$ cat config.mk
export PLATFORM = sky130hd
export DESIGN_NAME = axi_rd_arbiter
export DESIGN_NICKNAME = d
export VERILOG_FILES = /design/src/rtl/axi_rd_arbiter.sv
export SDC_FILE = /design/constraint.sdc
export NUM_CORES = 1
export LEC_CHECK = 0
export ABC_CLOCK_PERIOD_IN_PS = 1960
export BUFFER_PORTS_ARGS = -buffer_cell sky130_fd_sc_hd__clkbuf_2
export CAP_MARGIN = 20
export CORE_MARGIN = 5
export CORE_UTILIZATION = 39
export DETAILED_ROUTE_END_ITERATION = 10
export PLACE_DENSITY = 0.78
export SETUP_SLACK_MARGIN = 0.5
export SLEW_MARGIN = 0
export SYNTH_ARGS = -nofsm -noshare
export SYNTH_HDL_FRONTEND = slang
export SYNTH_SLANG_ARGS = --single-unit
$ cat constraint.sdc
create_clock -name clock -period 1.96 [get_ports clock]
set_input_delay 0.098 -clock clock [delete_from_list [all_inputs] [get_ports clock]]
set_output_delay 0.098 -clock clock [all_outputs]
set_load 0.05 [all_outputs]
$ cat src/rtl/axi_rd_arbiter.sv
// Read-port arbiter sharing one AXI-bridge read channel between icache (port 0)
// and dcache (port 1); holds the grant for a whole burst and polices beat counts.
module axi_rd_arbiter #(
    parameter int unsigned RR_EN      = 1,
    parameter int unsigned LINE_BEATS = 4
) (
    input  logic        clock,
    input  logic        reset,

    input  logic        m0_rd_req,
    input  logic [2:0]  m0_rd_type,
    input  logic [31:0] m0_rd_addr,
    output logic        m0_rd_rdy,
    output logic        m0_ret_valid,
    output logic        m0_ret_last,

    input  logic        m1_rd_req,
    input  logic [2:0]  m1_rd_type,
    input  logic [31:0] m1_rd_addr,
    output logic        m1_rd_rdy,
    output logic        m1_ret_valid,
    output logic        m1_ret_last,

    output logic [31:0] ret_data_o,

    output logic        rd_req,
    output logic [2:0]  rd_type,
    output logic [31:0] rd_addr,
    input  logic        rd_rdy,
    input  logic        ret_valid,
    input  logic        ret_last,
    input  logic [31:0] ret_data,

    output logic        busy,
    output logic        proto_err
);

    localparam int unsigned CW        = $clog2(LINE_BEATS) + 1;
    localparam logic [2:0]  TYPE_LINE = 3'b100;

    typedef enum logic [1:0] {
        IDLE,
        REQ,
        RECV
    } state_t;

    state_t        state;
    logic          grant;
    logic          last_grant;
    logic [CW-1:0] beat_cnt;
    // Index of the final expected beat (expected count minus one), kept
    // pre-decremented so the end-of-burst compare needs no subtractor.
    logic [CW-1:0] last_idx;

    logic any_req;
    logic winner;
    logic in_req;
    logic in_recv;
    logic cnt_end;
    logic beat_end;

    always_comb begin
        any_req = m0_rd_req | m1_rd_req;
        winner  = m1_rd_req;
        if (m0_rd_req && m1_rd_req) begin
            winner = (RR_EN != 0) ? ~last_grant : 1'b1;
        end
    end

    always_comb begin
        in_req   = (state == REQ);
        in_recv  = (state == RECV);
        cnt_end  = (beat_cnt == last_idx);
        beat_end = ret_last | cnt_end;
    end

    always_ff @(posedge clock) begin
        if (reset) begin
            state      <= IDLE;
            grant      <= 1'b0;
            last_grant <= 1'b1;
            beat_cnt   <= '0;
            last_idx   <= '0;
            rd_req     <= 1'b0;
            rd_type    <= '0;
            rd_addr    <= '0;
        end else begin
            case (state)
                IDLE: begin
                    if (any_req) begin
                        grant   <= winner;
                        rd_req  <= 1'b1;
                        rd_type <= winner ? m1_rd_type : m0_rd_type;
                        rd_addr <= winner ? m1_rd_addr : m0_rd_addr;
                        state   <= REQ;
                    end
                end
                REQ: begin
                    if (rd_rdy) begin
                        last_grant <= grant;
                        beat_cnt   <= '0;
                        last_idx   <= (rd_type == TYPE_LINE) ? CW'(LINE_BEATS - 1) : '0;
                        rd_req     <= 1'b0;
                        rd_type    <= '0;
                        rd_addr    <= '0;
                        state      <= RECV;
                    end
                end
                RECV: begin
                    if (ret_valid) begin
                        beat_cnt <= beat_cnt + 1'b1;
                        if (beat_end) begin
                            state <= IDLE;
                        end
                    end
                end
                default: state <= IDLE;
            endcase
        end
    end

    // Handshake and return routing follow the bridge combinationally, gated by grant.
    always_comb begin
        m0_rd_rdy    = in_req & ~grant & rd_rdy;
        m1_rd_rdy    = in_req &  grant & rd_rdy;
        m0_ret_valid = in_recv & ~grant & ret_valid;
        m1_ret_valid = in_recv &  grant & ret_valid;
        m0_ret_last  = m0_ret_valid & beat_end;
        m1_ret_last  = m1_ret_valid & beat_end;
        ret_data_o   = ret_data;
        busy         = (state != IDLE);
        proto_err    = ret_valid & (~in_recv | (ret_last ^ cnt_end));
    end

endmodule

* Word level (Yosys, flattened, before mapping)
Index checks and enable logic that the tools add are counted.
** Storage, ports and cells
- Bits in registers :: 46
- Input bits :: 109
- Output and inout bits :: 76
- Logic and storage cells :: 65
** Cells by class
- Add/subtract/negate cells :: 1
- Equality and inequality tests :: 8
- Multiplexer cells :: 20
- Bitwise gates (word level) :: 18
- Reduce and logical (&&, ||, !) cells :: 10
** Operators by type and width (number)
- 32-bit 2-to-1 mux :: 3
- 32-bit case mux with 2 select lines :: 1
- 3-bit 2-to-1 mux :: 4
- 3-bit case mux with 2 select lines :: 2
- 1-bit AND :: 11
- 2-bit 2-to-1 mux :: 5
- 2-bit inequality test, second input constant :: 3
- 2-bit case mux with 3 select lines :: 1
- 3-bit AND reduction :: 2
- 2-bit nonzero test :: 3
- 2-bit AND reduction :: 2
- 4-bit AND reduction :: 1
- 3-bit by 1-bit adder with 3-bit output, second input constant :: 1
- 3-bit equality test :: 1
- 3-bit equality test, second input constant :: 1
- 1-bit 2-to-1 mux :: 3
- 1-bit NOT :: 3
- 1-bit bitwise OR :: 3
- 2-bit by 1-bit equality test with 1-bit output, second input constant :: 1
- 2-bit equality test, second input constant :: 1
- 2-bit logical NOT :: 1
- 2-bit by 1-bit inequality test with 1-bit output, second input constant :: 1
- 1-bit case mux with 2 select lines :: 1
- 1-bit logical AND :: 1
- 1-bit XOR :: 1

* Logic depth before layout (Yosys ltp)
- Word-level depth :: 5
- Gate-level depth with buffers :: 6
- Mapped depth without buffers :: 6

* Worst setup path after synthesis
Ideal clock, no wire load.
- Path kind :: flip-flop to output port
- From :: register last_idx[0]
- To :: output m0_ret_last
- Arrival :: 2.110 ns
- Data required time :: 1.862 ns
- Path slack :: -0.248 ns
- Stages on the path, launching flop included :: 5
- Buffers on the path :: 0
- Cells stage by stage :: dfxtp_1 -> or3_1 -> a21o_1 -> ha_1 -> nor3_1
** On the way
- Longest elaborated chain between the ends :: 3
** RTL lines
- from (decl) :: line 53 : logic [CW-1:0] last_idx;
- from (signal assigned) :: line 102 : last_idx <= (rd_type == TYPE_LINE) ? CW'(LINE_BEATS - 1) : '0;
- 3-bit equality test :: line 73 : cnt_end = (beat_cnt == last_idx);
- 1-bit bitwise OR :: line 74 : beat_end = ret_last | cnt_end;
- 1-bit AND :: line 128 : m0_ret_last = m0_ret_valid & beat_end;
- to (decl) :: line 15 : output logic m0_ret_last,
Every way passes these cells.

* Final worst setup path
- From :: register last_idx[0]
- To :: output proto_err
** On the way
- Longest elaborated chain between the ends :: 4
** RTL lines
- 3-bit equality test :: line 73
- 1-bit XOR :: line 132 : proto_err = ret_valid & (~in_recv | (ret_last ^ cnt_end));
- 1-bit bitwise OR :: line 132
- 1-bit AND :: line 132
- to (decl) :: line 35 : output logic proto_err
Every way passes these cells.

==> impl_metrics.csv <==
group,metric,value,unit
setup_path,arrival,1.81,ns
final_layout,drive_above_1_share,47.58,%
logic_synthesis,syn_area_per_cell,9.057,sq um
setup_path,cp_slowest_cell,"or3_1",
global_route,grt_max_degree,37,
setup_path,worstRegToRegCells,7,
power_and_ir_drop,p_int,1.513,mW
sta,fin_setup_tns,0,ns
logic_synthesis,yosysSeqAreaShare,37.99,%
clock_network,clk_pin_slew,0.08,ns
final_layout,design_area,3102,sq um
sta,layout_setup_ws,0.05276,ns
clock_network,h-tree-depth,2,
sta,final_max_slew_viol_count,0,
sta,fmaxAchievable,0.5243,GHz
setup_path,startpoint_type,"flip-flop",
hold_path,min_from,"m0_rd_addr[3]",
final_layout,stdcell_count,426,
floorplan,row_count,28,
logic_synthesis,async_flop_share,0,%
sta,period_minus_slack,1.907,ns
clock_network,clk-insertion-delay-late,0.29,ns
logic_synthesis,synth_edf_count,0,
power_and_ir_drop,ir_drop,378.7,uV
final_layout,final_common_cell,"clkbuf_2",
drt,firstDrtPassIters,4,
setup_path,timing.rr.end,"state[1]$_SDFFE_PP0P_",
floorplan,coreArea,5851,sq um
drt,finalWirelength,7.220,mm
setup_path,cp_cell_sequence,"or3_1, a21o_1, ha_4, o31a_4, buf_8",
hold_path,hold_end,"rd_addr[3]$_SDFFE_PP0P_",
final_layout,nets,461,
sta,rsz0062_at_grt,"yes",
sta,maxSlewHeadroom,72.07,%
sta,finalSetupViolations,0,
power_and_ir_drop,switchingPower,0.8484,mW
sta,skew,0.008242,ns
setup_path,critPathMaxFanout,2,
place,place_area,2775,sq um
drt,dr.first_iter.drc_count,111,
logic_synthesis,ys_warn_count,0,
clock_network,cts_hold_buf,0,
logic_synthesis,netlist_area,2318,sq um
clock_network,cts_root_buf,"clkbuf_8",
global_route,grt_pass1_vias,2338,
sta,post-route-period-util,97.31,%
floorplan,dieArea,7586,sq um
global_route,grt.total_usage,17.33,%
drt,drt-vias-per-instance,5.582,
setup_path,cpPeakStageDelay,0.36,ns
logic_synthesis,synth_cell_types,31,
sta,finalHoldViolCount,0,
power_and_ir_drop,p_leak,1.415,nW
final_layout,antenna_cells,0,
final_layout,utilization,53.02,%
drt,postRouteAntennaNets,0,
setup_path,r2r_start,"last_idx[0]$_SDFFE_PP0P_",
place,dpl.hpwl,4.945,mm
power_and_ir_drop,clkPwrFrac,24.8,%
power_and_ir_drop,seq_power_share,43.2,%
logic_synthesis,ys_seq_elements,44,
place,port-buffer-count,120,
setup_path,r2r_slack,0.45,ns
power_and_ir_drop,sw_frac_of_total,35.92,%
power_and_ir_drop,power_per_cell_area,761.3,nW/um^2
setup_path,critPathCaptureType,"output port",
power_and_ir_drop,power.total,2.361,mW
floorplan,initial_utilization,39.63,%
global_route,grt.overflow.total,0,
logic_synthesis,synth_ff_type,"dfxtp_1",
drt,num_vias,2378,
clock_network,clock_sinks,44,
flow_run,cap_viol_max_count,0,
sta,holdWs,0.08280,ns
logic_synthesis,syn_inst,256,
clock_network,cts_buffers,5,
global_route,grt_pass1_wl,10.63,mm
clock_network,cts_tree,"built",
floorplan,die_w,87.10,um
floorplan,io_pins,185,
global_route,grt_antenna_before_repair,0,
power_and_ir_drop,p_comb_share,32.0,%
hold_path,worstHoldPathCells,3,
final_layout,syn_to_final_growth,33.78,%
floorplan,dieHeight,87.10,um
place,gp_congestion,0.7266,
hold_path,hold_class,"input pin to flip-flop",
setup_path,path_class,"flip-flop to output port",
logic_synthesis,syn-num-nets,367,
final_layout,final_cell_mix,"113 x clkbuf_2, 40 x dfxtp_1, 35 x a22oi_1",
place,dp_slack,0.2976,ns
sta,tightest_slew,0.4190,ns
clock_network,cts_buffer_depth,2,
place,placedCellCount,406,
status,status,"finished, final reports clean",
drt,remaining_drc_errors,0,
drt,wire_per_inst,16.95,um
setup_path,crit_required,1.86,ns
-- cell usage after synthesis, drive strengths merged (3+ instances only) --
master | count | area share, %
a21oi | 7 | 1.5
a22oi | 35 | 11
buf | 41 | 13
clkbuf | 14 | 2.3
dfxtp | 44 | 38
inv | 5 | 0.81
nand2 | 4 | 0.65
nand2b | 3 | 0.81
nand3 | 4 | 0.86
nor2 | 6 | 0.97
nor3 | 4 | 1.3
o21ai | 36 | 7.8
o2bb2ai | 35 | 13
-- worst max-delay path: cells and delay by family, from the launching register on --
| kind | cells | cell delay, ns |
|---|---|---|
| AO/OA/AOI/OAI | 2 | 0.48 |
| AND/OR/NAND/NOR | 1 | 0.36 |
| flip-flops | 1 | 0.33 |
| adder cells (fa/ha/maj) | 1 | 0.21 |
| buffers and inverters | 1 | 0.15 |
-- routing by layer --
layer | vias up | wire length [um] | GRT usage [%]
met5 | - | 0 | 0
li1 | 1116 | - | -
met2 | 138 | 3551 | 30.09
met4 | 0 | 146 | 7.252
met1 | 1106 | 2723 | 19.03
met3 | 18 | 800 | 6.244
-- worst max-delay path by stage --
stage / cells after the start / endpoint / startpoint / slack [ns]
5_1_grt: 5 / proto_err / last_idx[0]$_SDFFE_PP0P_ / 0.002
6_report: 5 / proto_err / last_idx[0]$_SDFFE_PP0P_ / 0.05
2_1_floorplan: 3 / m0_ret_valid / state[0]$_SDFFE_PP0P_ / 0.36
3_3_place_gp: 5 / proto_err / beat_cnt[0]$_SDFFE_PP0P_ / 0.30
3_5_place_dp: 5 / proto_err / beat_cnt[0]$_SDFFE_PP0P_ / 0.30
4_1_cts: 5 / proto_err / last_idx[0]$_SDFFE_PP0P_ / 0.03
-- power groups by stage --
stage,clock (mW),sequential [mW],combinational (mW)
6_report,0.585,1.02,0.755
2_1_floorplan,0,1.27,0.426
3_5_place_dp,0,1.04,0.688
5_1_grt,0.637,1.03,0.804
3_3_place_gp,0,1.04,0.680
4_1_cts,0.612,1.02,0.707
-- kinds of logic (layout without fill, tap and decap cells) --
| group | Yosys count | after routing | synth area share [%] |
|---|---|---|---|
| adders and majority gates | 2 | 2 | 1.079 |
| xor gates and xnor gates | 1 | 1 | 0.3778 |
| DFF | 44 | 44 | 37.99 |
| buffers and inverters | 60 | 155 | 16.08 |
| AOI/OAI and AO/OA | 120 | 120 | 37.02 |
| and+or+nand+nor | 29 | 29 | 7.448 |
-- sequential cells by signal, indices dropped and copies added (netlist names) --
signal      flops
last_grant      1
rd_addr        32
beat_cnt        3
rd_type         3
grant           1
last_idx        1
rd_req          1
state           2
-- layout make-up --
type                    instances  area (sq um)
repair buffers                142         878.3
multi-input cells             152          1132
flip-flops and latches         44         888.4
clock buffers                   8         90.09
fillers                       529          2749
inverters                       5         18.77
well taps                      75         93.84
-- repair_timing --
item,CTS,global route
resized for setup,13,24
setup endpoints to repair,43,44
setup buffers,7,3
pin swaps,4,5
cloned,0,2
No activity file was read; power rests on OpenSTA's default activity.
